### src/rtl/imm_gen_pipe.sv
// Pipelined RISC-V immediate generator with a valid/ready stream and a 2-entry skid.
// Optional feature: define IMM_GEN_ZIMM_EN to decode select 101 as the CSR zimm.
module imm_gen_pipe #(
    parameter int XLEN      = 32,
    parameter int TAG_W     = 8,
    parameter int ERR_CNT_W = 8
) (
    input  logic                 clk,
    input  logic                 reset,
    input  logic                 in_valid,
    output logic                 in_ready,
    input  logic [31:0]          in_instr,
    input  logic [2:0]           in_imm_src,
    input  logic [TAG_W-1:0]     in_tag,
    output logic                 out_valid,
    input  logic                 out_ready,
    output logic [XLEN-1:0]      out_imm,
    output logic [TAG_W-1:0]     out_tag,
    output logic                 out_err,
    output logic [ERR_CNT_W-1:0] err_cnt,
    input  logic                 err_clr
);

    typedef enum logic [2:0] {
        SRC_I = 3'b000,
        SRC_S = 3'b001,
        SRC_B = 3'b010,
        SRC_J = 3'b011,
        SRC_U = 3'b100,
        SRC_Z = 3'b101
    } imm_src_e;

    typedef struct packed {
        logic [XLEN-1:0]  imm;
        logic [TAG_W-1:0] tag;
        logic             err;
    } entry_t;

    entry_t new_entry;
    entry_t out_q;
    entry_t skid_q;
    logic   skid_full;
    logic   accept;
    logic   deliver;
    logic   unused_opcode;

    assign unused_opcode = ^in_instr[6:0];

    assign accept  = in_valid & in_ready;
    assign deliver = out_valid & out_ready;

    assign out_imm = out_q.imm;
    assign out_tag = out_q.tag;
    assign out_err = out_q.err;

    // Size casts of $signed operands sign-extend from the top instruction bit.
    always_comb begin
        // NOTE: every always_comb output gets a default first so no latch is inferred.
        new_entry     = '0;
        new_entry.tag = in_tag;
        case (imm_src_e'(in_imm_src))
            SRC_I: new_entry.imm = XLEN'($signed(in_instr[31:20]));
            SRC_S: new_entry.imm = XLEN'($signed({in_instr[31:25], in_instr[11:7]}));
            SRC_B: new_entry.imm = XLEN'($signed({in_instr[31], in_instr[7],
                                                  in_instr[30:25], in_instr[11:8], 1'b0}));
            SRC_J: new_entry.imm = XLEN'($signed({in_instr[31], in_instr[19:12],
                                                  in_instr[20], in_instr[30:21], 1'b0}));
            SRC_U: new_entry.imm = XLEN'($signed({in_instr[31:12], 12'b0}));
`ifdef IMM_GEN_ZIMM_EN
            SRC_Z: new_entry.imm = XLEN'(in_instr[19:15]);
`else
            SRC_Z: new_entry.err = 1'b1;
`endif
            default: new_entry.err = 1'b1;
        endcase
    end

    // in_ready is its own flop tracking !skid_full, so it never depends on out_ready.
    always_ff @(posedge clk) begin
        // NOTE: sequential state uses non-blocking assignments only.
        if (reset) begin
            out_valid <= 1'b0;
            out_q     <= '0;
            skid_full <= 1'b0;
            in_ready  <= 1'b1;
        end else if (skid_full) begin
            if (deliver) begin
                out_q     <= skid_q;
                skid_full <= 1'b0;
                in_ready  <= 1'b1;
            end
        end else if (accept && out_valid && !out_ready) begin
            skid_full <= 1'b1;
            in_ready  <= 1'b0;
        end else if (accept) begin
            out_q     <= new_entry;
            out_valid <= 1'b1;
        end else if (deliver) begin
            out_valid <= 1'b0;
        end
    end

    // NOTE: skid payload has no reset; skid_full alone says whether it is meaningful.
    always_ff @(posedge clk) begin
        if (!skid_full && accept && out_valid && !out_ready) begin
            skid_q <= new_entry;
        end
    end

    always_ff @(posedge clk) begin
        if (reset || err_clr) begin
            err_cnt <= '0;
        end else if (accept && new_entry.err && !(&err_cnt)) begin
            err_cnt <= err_cnt + 1'b1;
        end
    end

endmodule

### config.mk
export PLATFORM = sky130hd
export DESIGN_NAME = imm_gen_pipe
export DESIGN_NICKNAME = d
export VERILOG_FILES = /design/src/rtl/imm_gen_pipe.sv
export SDC_FILE = /design/constraint.sdc
export NUM_CORES = 1
export LEC_CHECK = 0
export ABC_AREA = 1
export CAP_MARGIN = 20
export CELL_PAD_IN_SITES_DETAIL_PLACEMENT = 0
export CELL_PAD_IN_SITES_GLOBAL_PLACEMENT = 1
export CORE_ASPECT_RATIO = 1.75
export CORE_MARGIN = 1
export CORE_UTILIZATION = 36
export DETAILED_ROUTE_END_ITERATION = 10
export PLACE_DENSITY = 0.83
export SLEW_MARGIN = 30
export SYNTH_ARGS = -nofsm -noshare
export SYNTH_HDL_FRONTEND = slang
export SYNTH_SLANG_ARGS = --single-unit
### constraint.sdc
create_clock -name clk -period 3.9 [get_ports clk]
set_clock_uncertainty 0.05 [all_clocks]
set_input_delay 1.17 -clock clk [delete_from_list [all_inputs] [get_ports clk]]
set_output_delay 1.17 -clock clk [all_outputs]
set_load 0.03 [all_outputs]
==> flow_metrics.py <==
metrics = {
    "status": {
        "status": "finished, final reports clean",
    },
    "drt": {
        "drcViolationCount": 0,
        "vias_per_cell": 4.99,
        "drtAntennaViolNets": 0,
        "drt_pass1_iterations": 4,
        "num_vias": 3688,
        "wirelength_mm": 11.0,
        "wl_per_cell_um": 14.8,
        "drt_iter0_markers": 254,
    },
    "critical_path": {
        "r2r_slack_ns": 1.66,
        "cp_max_fo": 30,
        "crit_type": "primary input to register",
        "cp-end-kind": "register",
        "cp-start-kind": "primary input",
        "worstPathRequired_ns": 4.08,
        "cpMaxStageDelayCell": "clkdlybuf4s50_1",
        "path_buf_inv": 3,
        "cp.arrival_ns": 2.99,
        "crit_family": "buffers and inverters",
        "crit_top_cell": "inv_1",
        "r2r-start": "skid_full$_SDFF_PP0_",
        "rr_worst_depth": 6,
        "path_cells": "clkdlybuf4s50_1 -> nand2_1 -> inv_1 -> nand3_2 -> nand2_2 -> inv_1 -> a21oi_1 -> nor2_1",
        "cpPeakStageDelay_ns": 0.46,
        "r2r-end": "out_imm[0]$_SDFFE_PP0P_",
    },
    "clock_tree": {
        "cts-resized-gates": 0,
        "post_cts_buffers": 0,
        "cts.sinks": 93,
        "htree_levels": 3,
        "hold_buffers": 0,
        "tritoncts": "built",
        "clock_latency_ns": 0.34,
        "root_buffer": "clkbuf_16",
        "numCtsBuffers": 9,
        "clock_path_buffers": 2,
        "clkTransAtPathRegs_ns": 0.06,
    },
    "final_layout": {
        "diodes": 0,
        "syn2layout_area_growth_pct": 32.1,
        "finalInstanceArea_um2": 5560,
        "fillCellCount": 1092,
        "drive_above_1_share_pct": 6.10,
        "nNetsFinal": 651,
        "instances_no_fill": 739,
        "fin_util_pct": 49.5,
    },
    "sta": {
        "drv_slew": 0,
        "finalHoldViolCount": 0,
        "relSlewSlack_pct": 59.4,
        "fmax_ghz": 0.356,
        "worst_slew_pin_slew_ns": 0.608,
        "period_minus_slack_ns": 2.81,
        "tns_ns": 0,
        "rsz0062_at_grt": "false",
        "finalSetupViolations": 0,
        "period_share_pct": 72.1,
    },
    "die": {
        "io_pins": 99,
        "start_util_pct": 37.5,
        "rows": 51,
        "dieWidth_um": 83.8,
        "die_h_um": 145,
        "core_area_um2": 11200,
        "die-area_um2": 12200,
    },
    "placement": {
        "hpwl_mm": 7.15,
        "port_buffers": 91,
        "dpl_cell_area_um2": 5230,
        "place.gp.congestion": 0.839,
        "dp_cells": 723,
    },
    "synthesis": {
        "avgSynthCellArea_um2": 8.10,
        "yosysUniqueCellTypes": 28,
        "synth_ff_type": "dfxtp_1",
        "syn_inst": 520,
        "synth_top_area_cell": "edfxtp_1",
        "netlist.area_leader.share_pct": 29.2,
        "async_flop_share_pct": 0,
        "yosys_warnings": 0,
        "yosysMostFrequentCell": "nand2_1",
        "synth_edf_count": 41,
        "synth-seq-area-share_pct": 54.0,
        "syn-num-nets": 569,
        "synthesis.area_um2": 4210,
        "synth_top_cells_by_count": "163 x nand2_1, 52 x dfxtp_1, 45 x nor2_1, 45 x o21ai_0, 41 x edfxtp_1",
        "synth.area.top_cells": "edfxtp_1 29%, dfxtp_1 25%, nand2_1 15%",
        "ys_seq_elements": 93,
    },
    "worst_hold_path": {
        "min_from": "out_imm[6]$_SDFFE_PP0P_",
        "hold_end": "out_imm[6]$_SDFFE_PP0P_",
        "hold_path.class": "register to register",
        "hold-path-cell-count": 2,
    },
    "power_and_ir_drop": {
        "worst_ir_drop_vdd_v": 0.000232,
        "p_leak_nw": 2.33,
        "p_total_w": 0.00252,
        "powerDensity_nw_per_um2": 453,
    },
    "grt": {
        "grt_pass1_wl_mm": 17.6,
        "overflow": 0,
        "grt_use_total_pct": 18.4,
        "grt_pass1_vias": 3506,
        "grt_max_degree": 46,
        "antenna_found_initial": 0,
    },
    "flow_run": {
        "drv_cap": 0,
    },
}
## area by class of cell
| class | instances | area, um2 | area share (%) |
|---|---|---|---|
| Sequential cell | 93 | 2270 | 40.9 |
| Multi-Input combinational cell | 364 | 1680 | 30.2 |
| Timing Repair Buffer | 98 | 976 | 17.5 |
| Clock buffer | 11 | 233 | 4.18 |
| Tap cell | 132 | 165 | 2.97 |
| Inverter | 36 | 138 | 2.47 |
| Clock inverter | 5 | 98.8 | 1.78 |
## cells in the final DEF (no fill, tap or decap), types with 3 or more instances in the layout
master	count
a21boi_0	12
nand3_1	40
a21oi_1	30
mux2i_1	3
bufinv_16	3
nor2_1	44
nor2_2	3
inv_1	32
edfxtp_1	41
dfxtp_1	51
clkbuf_16	9
inv_2	3
clkdlybuf4s50_1	91
nand2_1	163
nand2_2	4
o21ai_0	45
nand3b_1	9
nand4_1	3
buf_4	6
## per-layer routing
metal	vias up	track usage, %	share of wire, %
met5	-	0	0
met1	1694	21.4	42
met3	14	3.30	3.9
li1	1875	-	-
met2	105	32.3	52
met4	0	8.64	2.3
## sequential cells by signal, summed over array words and instances, names as in the netlist
name	flops
out_err	1
skid_full	1
skid_q	41
in_ready	1
out_imm	32
err_cnt	8
out_tag	8
out_valid	1
## stage by stage
step / setup slack (ns) / hold WS [ns]
2_1_floorplan: 0.208 / 0.440
6_report: 1.09 / 0.438
3_5_place_dp: 0.700 / 0.432
3_3_place_gp: 0.714 / 0.419
5_1_grt: 0.933 / 0.470
4_1_cts: 1.05 / 0.442
## cells by family (layout without fill, tap and decap cells)
group | after synthesis | in the layout | share of synthesized area [%]
AO/OA/AOI/OAI | 89 | 89 | 11.4
flip-flops | 93 | 93 | 54.0
AND/OR/NAND/NOR | 270 | 270 | 27.0
adder cells (fa/ha/maj) | 1 | 1 | 0.297
multiplexers | 3 | 3 | 0.713
buffers and inverters | 63 | 150 | 6.36
XOR/XNOR | 1 | 1 | 0.208
## worst max path at each step
stage               startpoint                 endpoint  cells past startpoint
detailed placement    in_valid  out_imm[0]$_SDFFE_PP0P_                      8
CTS                   in_valid  out_imm[0]$_SDFFE_PP0P_                      8
global route          in_valid  out_tag[5]$_SDFFE_PP0P_                      8
floorplan             in_valid      skid_q[0]$_DFFE_PP_                      4
global placement      in_valid  out_imm[0]$_SDFFE_PP0P_                      8
finish                in_valid  out_imm[0]$_SDFFE_PP0P_                      8
## report_power, final
group          total [W]  switching, W  internal (W)
Sequential       0.00110     0.0000282       0.00108
Clock           0.000981      0.000357      0.000624
Combinational   0.000434      0.000261      0.000173
Total            0.00252      0.000647       0.00187
## worst min-delay path, cell delays in order, from the launching register on
cell and delay [ns]:
dfxtp_1 0.31, nor2_1 0.09, nor2_1 0.05
No activity file was read; power rests on OpenSTA's default activity.
